### src/rtl/rf_write_arbiter_if.sv
// Register-file writeback bus: two requesters (ALU, LSU) on one side,
// the arbitrated single write port and init status on the other.
interface rf_write_arbiter_if #(
  parameter int ADDR_WIDTH = 5,
  parameter int WORD_WIDTH = 32
);
  logic                  alu_req_i;
  logic [ADDR_WIDTH-1:0] alu_addr_i;
  logic [WORD_WIDTH-1:0] alu_data_i;
  logic                  alu_gnt_o;
  logic                  lsu_req_i;
  logic [ADDR_WIDTH-1:0] lsu_addr_i;
  logic [WORD_WIDTH-1:0] lsu_data_i;
  logic                  lsu_gnt_o;
  logic [ADDR_WIDTH-1:0] write_addr_o;
  logic [WORD_WIDTH-1:0] write_data_o;
  logic                  write_en_o;
  logic                  init_done_o;

  // Arbiter side
  modport slave (
    input  alu_req_i, alu_addr_i, alu_data_i,
    input  lsu_req_i, lsu_addr_i, lsu_data_i,
    output alu_gnt_o, lsu_gnt_o,
    output write_addr_o, write_data_o, write_en_o, init_done_o
  );

  // Requester / register-bank side
  modport master (
    output alu_req_i, alu_addr_i, alu_data_i,
    output lsu_req_i, lsu_addr_i, lsu_data_i,
    input  alu_gnt_o, lsu_gnt_o,
    input  write_addr_o, write_data_o, write_en_o, init_done_o
  );
endinterface

### src/rtl/rf_write_arbiter.sv
// Register-file write arbiter. After reset it clears registers 1..2^AW-1
// (register 0 is hard-wired zero and never written), then arbitrates
// ALU and LSU writebacks onto one registered write port. The LSU wins
// contention unless the ALU has lost STARVE_LIMIT times in a row.
module rf_write_arbiter #(
  parameter int ADDR_WIDTH   = 5,
  parameter int WORD_WIDTH   = 32,
  parameter int STARVE_LIMIT = 4
) (
  input logic               clk,
  input logic               rst_n,
  rf_write_arbiter_if.slave bus
);

  typedef enum logic {
    ST_INIT,
    ST_RUN
  } state_e;

  localparam logic [ADDR_WIDTH-1:0] LAST_ADDR = '1;
  localparam logic [ADDR_WIDTH-1:0] FIRST_ADDR = ADDR_WIDTH'(1);
  localparam logic [3:0]            LIMIT     = 4'(STARVE_LIMIT);

  state_e                state_q, state_d;
  logic [ADDR_WIDTH-1:0] clr_addr_q, clr_addr_d;
  logic [3:0]            starve_q, starve_d;
  logic [ADDR_WIDTH-1:0] write_addr_q, write_addr_d;
  logic [WORD_WIDTH-1:0] write_data_q, write_data_d;
  logic                  write_en_q, write_en_d;
  logic                  init_done_q, init_done_d;
  logic                  alu_win, lsu_win;
  logic [ADDR_WIDTH-1:0] win_addr;
  logic [WORD_WIDTH-1:0] win_data;

  // Next-state, arbitration and write-port staging
  always_comb begin
    // NOTE: every signal written here gets a default first, so no path
    // through the case/if tree can leave one unassigned and infer a latch.
    state_d      = state_q;
    clr_addr_d   = clr_addr_q;
    starve_d     = starve_q;
    write_addr_d = write_addr_q;
    write_data_d = write_data_q;
    write_en_d   = 1'b0;
    init_done_d  = init_done_q;
    alu_win      = 1'b0;
    lsu_win      = 1'b0;
    win_addr     = '0;
    win_data     = '0;

    case (state_q)
      ST_INIT: begin
        // One clear write per cycle; requesters simply wait ungranted.
        write_en_d   = 1'b1;
        write_addr_d = clr_addr_q;
        write_data_d = '0;
        clr_addr_d   = clr_addr_q + FIRST_ADDR;
        if (clr_addr_q == LAST_ADDR) begin
          state_d = ST_RUN;
        end
      end

      ST_RUN: begin
        // Set on the first edge in RUN, i.e. one cycle after the last clear.
        init_done_d = 1'b1;

        if (bus.alu_req_i && bus.lsu_req_i) begin
          alu_win = (starve_q == LIMIT);
          lsu_win = !alu_win;
        end else begin
          alu_win = bus.alu_req_i;
          lsu_win = bus.lsu_req_i;
        end

        if (alu_win) begin
          starve_d = '0;
        end else if (lsu_win && bus.alu_req_i) begin
          starve_d = starve_q + 4'd1;
        end

        win_addr = alu_win ? bus.alu_addr_i : bus.lsu_addr_i;
        win_data = alu_win ? bus.alu_data_i : bus.lsu_data_i;

        // A write to register 0 is accepted but dropped; the port keeps
        // presenting the last real write.
        if ((alu_win || lsu_win) && (win_addr != '0)) begin
          write_en_d   = 1'b1;
          write_addr_d = win_addr;
          write_data_d = win_data;
        end
      end

      default: state_d = ST_INIT;
    endcase
  end

  // State and write-port registers; reset discards any staged write
  always_ff @(posedge clk or negedge rst_n) begin
    if (!rst_n) begin
      state_q      <= ST_INIT;
      clr_addr_q   <= FIRST_ADDR;
      starve_q     <= '0;
      write_addr_q <= '0;
      write_data_q <= '0;
      write_en_q   <= 1'b0;
      init_done_q  <= 1'b0;
    end else begin
      // NOTE: non-blocking assignments so every flop samples the values
      // from before this edge, independent of statement order.
      state_q      <= state_d;
      clr_addr_q   <= clr_addr_d;
      starve_q     <= starve_d;
      write_addr_q <= write_addr_d;
      write_data_q <= write_data_d;
      write_en_q   <= write_en_d;
      init_done_q  <= init_done_d;
    end
  end

  assign bus.alu_gnt_o    = alu_win;
  assign bus.lsu_gnt_o    = lsu_win;
  assign bus.write_addr_o = write_addr_q;
  assign bus.write_data_o = write_data_q;
  assign bus.write_en_o   = write_en_q;
  assign bus.init_done_o  = init_done_q;

endmodule

### src/flat_wrapper.sv
// flat-port wrapper written by rule: the top's interface ports become plain ports
module rf_write_arbiter_flat 
#(
  parameter int ADDR_WIDTH   = 5,
  parameter int WORD_WIDTH   = 32,
  parameter int STARVE_LIMIT = 4
)
  (clk, rst_n, bus_alu_req_i, bus_alu_addr_i, bus_alu_data_i, bus_lsu_req_i, bus_lsu_addr_i, bus_lsu_data_i, bus_alu_gnt_o, bus_lsu_gnt_o, bus_write_addr_o, bus_write_data_o, bus_write_en_o, bus_init_done_o);
  rf_write_arbiter_if #(.ADDR_WIDTH(ADDR_WIDTH), .WORD_WIDTH(WORD_WIDTH)) bus_i ();
  input logic clk;
  input logic rst_n;
  input wire logic [$bits(bus_i.alu_req_i)-1:0] bus_alu_req_i;
  input wire logic [$bits(bus_i.alu_addr_i)-1:0] bus_alu_addr_i;
  input wire logic [$bits(bus_i.alu_data_i)-1:0] bus_alu_data_i;
  input wire logic [$bits(bus_i.lsu_req_i)-1:0] bus_lsu_req_i;
  input wire logic [$bits(bus_i.lsu_addr_i)-1:0] bus_lsu_addr_i;
  input wire logic [$bits(bus_i.lsu_data_i)-1:0] bus_lsu_data_i;
  output wire logic [$bits(bus_i.alu_gnt_o)-1:0] bus_alu_gnt_o;
  output wire logic [$bits(bus_i.lsu_gnt_o)-1:0] bus_lsu_gnt_o;
  output wire logic [$bits(bus_i.write_addr_o)-1:0] bus_write_addr_o;
  output wire logic [$bits(bus_i.write_data_o)-1:0] bus_write_data_o;
  output wire logic [$bits(bus_i.write_en_o)-1:0] bus_write_en_o;
  output wire logic [$bits(bus_i.init_done_o)-1:0] bus_init_done_o;
  assign bus_i.alu_req_i = bus_alu_req_i;
  assign bus_i.alu_addr_i = bus_alu_addr_i;
  assign bus_i.alu_data_i = bus_alu_data_i;
  assign bus_i.lsu_req_i = bus_lsu_req_i;
  assign bus_i.lsu_addr_i = bus_lsu_addr_i;
  assign bus_i.lsu_data_i = bus_lsu_data_i;
  assign bus_alu_gnt_o = bus_i.alu_gnt_o;
  assign bus_lsu_gnt_o = bus_i.lsu_gnt_o;
  assign bus_write_addr_o = bus_i.write_addr_o;
  assign bus_write_data_o = bus_i.write_data_o;
  assign bus_write_en_o = bus_i.write_en_o;
  assign bus_init_done_o = bus_i.init_done_o;
  rf_write_arbiter #(.ADDR_WIDTH(ADDR_WIDTH), .WORD_WIDTH(WORD_WIDTH), .STARVE_LIMIT(STARVE_LIMIT)) u_core (.clk(clk), .rst_n(rst_n), .bus(bus_i));
endmodule
### config.mk
export PLATFORM = sky130hd
export DESIGN_NAME = rf_write_arbiter_flat
export DESIGN_NICKNAME = d
export VERILOG_FILES = /design/src/rtl/rf_write_arbiter_if.sv /design/src/rtl/rf_write_arbiter.sv /design/src/flat_wrapper.sv
export SDC_FILE = /design/constraint.sdc
export NUM_CORES = 1
export LEC_CHECK = 0
export ABC_AREA = 1
export CAP_MARGIN = 20
export CORE_ASPECT_RATIO = 0.8
export CORE_MARGIN = 4
export CORE_UTILIZATION = 44
export CTS_CLUSTER_SIZE = 30
export DETAILED_ROUTE_END_ITERATION = 6
export GPL_TIMING_DRIVEN = 0
export MAX_ROUTING_LAYER = met4
export PLACE_DENSITY = 0.87
export SYNTH_ARGS = -nofsm -noshare
export SYNTH_HDL_FRONTEND = slang
export SYNTH_SLANG_ARGS = --single-unit
### constraint.sdc
create_clock -name clk -period 2.45 [get_ports clk]
set_input_delay 0.6125 -clock clk [delete_from_list [all_inputs] [get_ports clk]]
set_output_delay 0.6125 -clock clk [all_outputs]
set_load 0.02 [all_outputs]
### After elaboration in Yosys (flattened, before gate mapping)

Index checks and enable logic that the tools add are counted.
W data, S select, Z words.

* register bits: 49
* output and inout port bits: 41
* logic and storage cells: 39

* add/sub/neg operators: 2
* equality and inequality tests: 3
* multiplexer cells: 18
* bitwise operators: 1
* reductions and logical operators: 8

Operators by type and width (number)
* $mux W32: 2
* $pmux W32 S2: 1
* $mux W5: 2
* $pmux W5 S2: 1
* $mux W1: 9
* $mux W4: 2
* $add A5 B1 Y5 const B: 1
* $eq A5 B5 Y1 const B: 1
* $reduce_bool A5 Y1: 1
* $add A4 B1 Y4 const B: 1
* $eq A4 B3 Y1 const B: 1
* $logic_and A1 B1 Y1: 3
* $ne A2 B2 Y1 const B: 1
* $pmux W1 S2: 1
* $reduce_and A2 Y1: 1
* $reduce_bool A2 Y1: 1
* $logic_not A1 Y1: 1
* $logic_or A1 B1 Y1: 1
* $not A1 Y1: 1

### Longest topological paths before layout

* depth after elaboration: 8
* depth in mapped cells: 14
* mapped depth without buffers: 12

### Worst setup path after synthesis

OpenSTA, ideal clock, no wires.

* path kind: input port to output port
* start point: input bus_alu_req_i
* end point: output bus_alu_gnt_o
* arrival: 1320 ps
* setup slack: 517 ps
* cell stages on the path: 6
* buffers on the path: 1
* path through: buf_6 -> nand2_2 -> inv_2 -> nand2_4 -> inv_1 -> nor2_1

* cells in the longest elaborated chain, start to end: 4

Ends and longest elaborated chain
* start, declared: line flat_wrapper.sv:12 `input wire logic [$bits(bus_i.alu_req_i)-1:0] bus_alu_req_i;`
* $logic_and A1 B1 Y1: line rf_write_arbiter.sv:67 `if (bus.alu_req_i && bus.lsu_req_i) begin`
* $mux W1 (*): line rf_write_arbiter.sv:67
* $mux W1 (*) (2 in a row): line rf_write_arbiter.sv:51 `case (state_q)`
* end, declared: line flat_wrapper.sv:18 `output wire logic [$bits(bus_i.alu_gnt_o)-1:0] bus_alu_gnt_o;`

Mark *: on every way between the ends. The rest lies on a longest branch, timed or not. The select of a mux whose other input is x is not followed.

### Worst setup path in the final report

* start point: register u_core.starve_q[0]
* end point: output bus_alu_gnt_o

* cells in the longest elaborated chain, start to end: 4

Ends and longest elaborated chain
* start, declared: line rf_write_arbiter.sv:26 `logic [3:0] starve_q, starve_d;`
* start signal, assigned: line rf_write_arbiter.sv:112 `starve_q <= starve_d;`
* $eq A4 B3 Y1: line rf_write_arbiter.sv:68 `alu_win = (starve_q == LIMIT);`
* $mux W1: line rf_write_arbiter.sv:67
* $mux W1 (2 in a row): line rf_write_arbiter.sv:51

Every way passes these cells. The select of a mux whose other input is x is not followed.

==> run_results.csv <==
group,metric,value,unit
yosys,synth_ff_type,"dfrtp_1",
yosys,syn_inst,373,
detailed_routing,vias,2933,
sta,period_share,89.6,%
global_routing,grt_pass1_wl,13600,µm
status,status,"complete, no violations",
sta,tightest_slew,0.483,ns
detailed_routing,first_iter_violations,153,
clock_tree,numCtsBuffers,5,
detailed_routing,avgRoutedWirePerCell,14.5,µm
clock_tree,cts-root-buf,"clkbuf_8",
layout,diodes,0,
floorplanning,fp-row-count,26,
worst_setup_path,cpMostUsedCell,"inv_1",
worst_setup_path,critPathKind,"reg2out",
power_and_ir_drop,ir_drop,0.343,mV
worst_setup_path,crit_chain,"inv_1 > ha_1 > nand3_2 > nand2_4 > inv_1 > nor2_1 > buf_2",
run,cap_violations,0,
worst_setup_path,crit_slowest_cell,"dfrtp_1",
global_routing,antenna_found_initial,0,
sta,slew-limit-headroom,67.8,%
sta,hold_viol,0,
yosys,synth_nets,455,
floorplanning,die_width,99.0,µm
power_and_ir_drop,p_leak,2.13,nW
worst_setup_path,path_max_fanout,7,
yosys,ys_top_cells_by_count,"157 x nand2_1, 48 x dfrtp_1, 33 x nand4_1",
sta,fmax,455,MHz
worst_setup_path,worstPathRequired,1.84,ns
yosys,ys_seq_elements,49,
sta,drv_slew,0,
yosys,synth.avg_cell_area,7.81,µm²
layout,fin_nets,579,
detailed_routing,drt_wl_total,8430,µm
layout,finalNonFillerCells,582,
global_routing,grt_pass1_vias,2911,
layout,synthToLayoutAreaGrowth,47.6,%
worst_setup_path,r2r_setup_slack,0.39,ns
clock_tree,cts.path.max_buffers,2,
global_routing,grt_max_degree,33,
global_routing,gr-total-overflow,0,
yosys,seq_area_frac_synth,42.1,%
yosys,syn_area,2910,µm²
global_routing,grt_use_total,21.7,%
sta,rsz0062_at_grt,"no",
yosys,synth_area_leaders,"dfrtp_1 41%, nand2_1 20%, nand3_2 7.6%",
clock_tree,clk_latency,0.30,ns
worst_setup_path,timing.rr.start,"u_core.starve_q[0]",
detailed_routing,vias_per_cell,5.04,
clock_tree,hold_buffers,0,
place,dp_hpwl,6550,µm
place,port_buffers,117,
worst_setup_path,reg2reg_to,"u_core.bus.write_data_o[12]",
worst_hold_path,hold_class,"in2async",
yosys,synth_top_area_cell,"dfrtp_1",
place,place_area,4200,µm²
detailed_routing,ant_nets,0,
worst_setup_path,cp-endpoint,"bus_alu_gnt_o",
floorplanning,io_pins,119,
clock_tree,cts_tree,"done",
power_and_ir_drop,powerDensity,506,nW/µm²
worst_setup_path,slowest_delay,0.39,ns
place,routabilityCongestion,0.813,
worst_setup_path,crit_start,"u_core.starve_q[0]",
clock_tree,cts.sinks,49,
layout,fin_area,4300,µm²
floorplanning,start_util,45.5,%
floorplanning,die_h,80.8,µm
sta,finalSetupViolCount,0,
yosys,synthArstFlopShare,100,%
detailed_routing,drtPass1Iterations,4,
yosys,yosysMostFrequentCell,"nand2_1",
worst_setup_path,worstPathArrival,1.58,ns
yosys,synth_edf_count,0,
clock_tree,htree_levels,2,
yosys,yosysUniqueCellTypes,30,
detailed_routing,post-route-drc-count,0,
sta,fin_crit,2.20,ns
yosys,synth_warnings,0,
worst_setup_path,end_kind,"output port",
worst_setup_path,ff2ff_path_depth,14,
sta,finalClockSkew,0.00625,ns
layout,drive_gt1_share,12.7,%
place,dp.cells,575,
clock_tree,post_cts_buffers,0,
worst_setup_path,critPathLaunchType,"flip-flop",
floorplanning,coreArea,6410,µm²
yosys,synth_top_area_share,41.2,%
clock_tree,clk_pin_slew_worst_paths,0.09,ns
floorplanning,die_area,7990,µm²
-- kinds of logic (layout without fill, tap and decap cells) --
group                      after synthesis  in the layout  share of synthesized area, %
and+or+nand+nor                        252            252                          42.7
AOI/OAI and AO/OA                       11             11                          2.62
xor gates and xnor gates                 4              4                          1.20
DFF                                     49             49                          42.1
buffers and inverters                   53            178                          9.66
adders and majority gates                4              4                          1.72
-- cells in the final DEF (no fill, tap or decap), types with 2 or more instances in the layout --
master             n
clkbuf_1          11
or2_2              2
clkdlybuf4s50_1  113
buf_2              9
o21ai_0            4
dfrtp_1           48
ha_1               4
inv_1             24
nand2_1          157
o22ai_1            3
buf_4              2
clkbuf_8           7
nand3b_1           3
nand2_2            6
nand4_1           33
a21oi_1            2
nand3_2           22
buf_12             3
xor2_1             3
nand3_1           21
buf_6              3
nand2_4            2
nor2_1             4
-- worst min-delay path by stage --
stage          cells after the start  slack [ns]                         end                   start
5_1_grt                            1        0.27  u_core.bus.write_addr_o[3]                   rst_n
2_1_floorplan                      0        0.32      u_core.bus.init_done_o                   rst_n
3_3_place_gp                       1        0.45      u_core.bus.init_done_o  u_core.bus.init_done_o
4_1_cts                            1        0.25  u_core.bus.write_addr_o[3]                   rst_n
3_5_place_dp                       1        0.46      u_core.bus.init_done_o  u_core.bus.init_done_o
6_report                           1        0.24  u_core.bus.write_addr_o[3]                   rst_n
-- area by class of cell --
class,count,area (µm²)
well taps,84,105
flip-flops and latches,49,1230
repair buffers,118,1180
fillers,526,2110
clock inverters,1,5.00
inverters,26,97.6
plain buffers,26,180
clock buffers,7,96.3
multi-input cells,271,1400
-- repair_timing --
action / in CTS / in global routing
endpoints found under the hold margin: 0 / 0
resized for setup: 7 / 1
endpoints found under the setup margin: 2 / 1
-- power by group --
part           switching [mW]  internal (mW)  leakage, nW
registers              0.0585          0.893        0.596
clock network           0.270          0.256       0.0542
logic                   0.346          0.355         1.48
-- registers in the layout, indices dropped and copies added, names as in the netlist --
name / count
u_core.bus.write_data_o: 32
u_core.bus.write_addr_o: 5
u_core.clr_addr_q: 5
u_core.starve_q: 4
u_core.bus.init_done_o: 1
u_core.bus.write_en_o: 1
u_core.state_q: 1
-- per-stage QoR --
stage	setup WS (ns)	TNS [ns]	util [%]	hold slack, ns	power [mW]
6_report	0.255	0	67.1	0.238	2.18
4_1_cts	0.0411	0	67.1	0.248	2.19
2_1_floorplan	0.517	0	-	0.317	1.30
5_1_grt	0.162	0	67.1	0.273	2.29
3_3_place_gp	-0.629	-31.69	65.4	0.453	1.65
3_5_place_dp	-0.344	-2.53	65.6	0.458	1.67
-- per-layer routing --
layer  GRT usage (%)  part of all wire, %  vias to the layer above
met2            34.2                   47                      116
met4            5.59                  1.7                        0
met3            6.01                  9.3                       17
li1                -                    -                     1456
met1            27.7                   42                     1344
met5               -                    0                        -
-- worst max-delay path: cells and delay by family (launching register included) --
family,cells,cell delay [ns]
flip-flops,1,0.39
buffers and inverters,3,0.38
AND/OR/NAND/NOR,3,0.35
adder cells (fa/ha/maj),1,0.17
(Power assumes the default switching activity.)
==> RTL edit, RTL diff (same flow settings) <==
`ADDR_WIDTH` is set to 5 in 3 places; all go to 6.
--- a/src/rtl/rf_write_arbiter_if.sv
+++ b/src/rtl/rf_write_arbiter_if.sv
@@ -3,3 +3,3 @@
 interface rf_write_arbiter_if #(
-  parameter int ADDR_WIDTH = 5,
+  parameter int ADDR_WIDTH = 6,
   parameter int WORD_WIDTH = 32
--- a/src/rtl/rf_write_arbiter.sv
+++ b/src/rtl/rf_write_arbiter.sv
@@ -5,3 +5,3 @@
 module rf_write_arbiter #(
-  parameter int ADDR_WIDTH   = 5,
+  parameter int ADDR_WIDTH   = 6,
   parameter int WORD_WIDTH   = 32,
--- a/src/flat_wrapper.sv
+++ b/src/flat_wrapper.sv
@@ -3,3 +3,3 @@
 #(
-  parameter int ADDR_WIDTH   = 5,
+  parameter int ADDR_WIDTH   = 6,
   parameter int WORD_WIDTH   = 32,
Ports: changed (resized bus_alu_addr_i, bus_lsu_addr_i and bus_write_addr_o); port bits go from 119 to 122. No check against the original RTL was run, so the function may have changed too.
==> RTL edit against the original RTL <==
  * Register-to-register slack got worse by 230 ps
  * Critical path type unchanged
  * Area after synthesis increased by 0.21%
  * Utilization increased by 1.2 points
  * Hold slack improved by 74 ps
  * Design area increased by 1.8%
  * Routed wire length increased by 9.7%
  * Critical path depth increased by 1
  * Sequential share of layout area increased by 0.63 points
  * Via count increased by 8.1%
  * Worst setup slack got worse by 150 ps
  * Sequential cell count increased by 2
Power is not compared: it rests on default switching activity, and its combinational part moved more than twofold at a synthesized area within 25%.
==> RTL edit: results (changes against the original RTL) <==
status -> completed (unchanged)
Synth cell types -> 24 (was 30)
Critical R2R Capture -> u_core.bus.write_data_o[23] (was u_core.bus.write_data_o[12])
dpl cells -> 594 (was 575)
Critical Path Start -> u_core.starve_q[1] (was u_core.starve_q[0])
GR met2 Demand/Resource -> 0.380 (was 0.342)
Arrival @ worst endpoint -> 1730 ps (was 1580 ps)
met3 wire len -> 709 um (was 787 um)
Detail Placement HPWL -> 6.82 mm (was 6.55 mm)
Post-Syn Nets -> 471 (was 455)
total power -> 1700 uW
gr usage total -> 0.236 (was 0.217)
layout cell share with drive strength beyond 1 -> 0.0979 (was 0.127)
worst hold slack -> 312 ps (was 238 ps)
Worst Tran Pin Value -> 601 ps (was 483 ps)
global-route wire length before repair -> 14.9 mm (was 13.6 mm)
GP Congestion -> 0.874 (was 0.813)
Final nets -> 603 (was 579)
GR Util met3 -> 0.0403 (was 0.0601)
Met2 Wirelength -> 4.34 mm (was 3.92 mm)
placed instance area -> 4250 um2 (was 4200 um2)
average size of a mapped cell -> 7.52 um2 (was 7.81 um2)
M1 WL -> 4.09 mm (was 3.57 mm)
non-filler instance count after layout -> 605 (was 582)
Port Buffers -> 121 (was 117)
vias in the first global route -> 3072 (was 2911)
post-synthesis sequential area ratio -> 0.438 (was 0.421)
met1 Use GR -> 0.313 (was 0.277)
largest net degree at the start of global routing -> 28 (was 33)
Post-Route WL -> 9.24 mm (was 8.43 mm)
Area contributors post-synth -> dfrtp_1 (43%), nand2_1 (17%), nand3_1 (12%), nand4_1 (6.9%), nand3_2 (3.8%) (was dfrtp_1 (41%), nand2_1 (20%), nand3_2 (7.6%), nand4_1 (7.1%), nand3_1 (3.6%))
Setup Skew -> 5.96 ps (was 6.25 ps)
Place WS -> -979 ps (was -344 ps)
Reg2Reg Setup Slack -> 160 ps (was 390 ps)
-- RTL edit: cell count changes after synthesis, sizes merged, moves of 2 or more --
cell	change
dfrtp	+2
clkbuf	+5
nor2	+2
o22ai	-3
xor2	+3
inv	-5
o21ai	+4
nand2	-25
nand3	+40
a21oi	-2
nand3b	-3
-- RTL edit: how the worst max path moves through the flow --
stage                                            end  slack (ps)
after floorplan                        bus_alu_gnt_o         260
after global placement                 bus_alu_gnt_o        -960
after detailed placement               bus_alu_gnt_o        -980
after CTS                              bus_alu_gnt_o          20
after global routing      u_core.bus.write_addr_o[5]         -20
final                                  bus_alu_gnt_o         110
-- RTL edit: critical path: cells and delay by family, from the launching register on --
kind,cells,cell delay (ps)
adders and majority gates,1,160
buffers and inverters,4,520
DFF,1,390
and+or+nand+nor,3,370
-- RTL edit: kinds of logic (layout without fill, tap and decap cells) --
| kind of cell | Yosys count | count (layout) | synth area share |
|---|---|---|---|
| AND/OR/NAND/NOR | 265 | 265 | 0.431 |
| buffers and inverters | 53 | 186 | 0.0823 |
| flip-flops | 51 | 51 | 0.438 |
| AO/OA/AOI/OAI | 9 | 9 | 0.0154 |
| XOR/XNOR | 7 | 7 | 0.0210 |
| adder cells (fa/ha/maj) | 3 | 3 | 0.0129 |
-- RTL edit: layout make-up --
class	instances	share of cell area
Buffer	32	0.0374
Inverter	20	0.0171
Timing Repair Buffer	126	0.285
Tap cell	84	0.0240
Clock buffer	8	0.0229
Sequential cell	51	0.292
Multi-Input combinational cell	284	0.322
-- RTL edit: power breakdown --
| group | internal, uW | total [uW] | switching, uW |
|---|---|---|---|
| clock network | 259 | 536 | 278 |
| logic | 165 | 321 | 155 |
| registers | 842 | 842 | 0.476 |
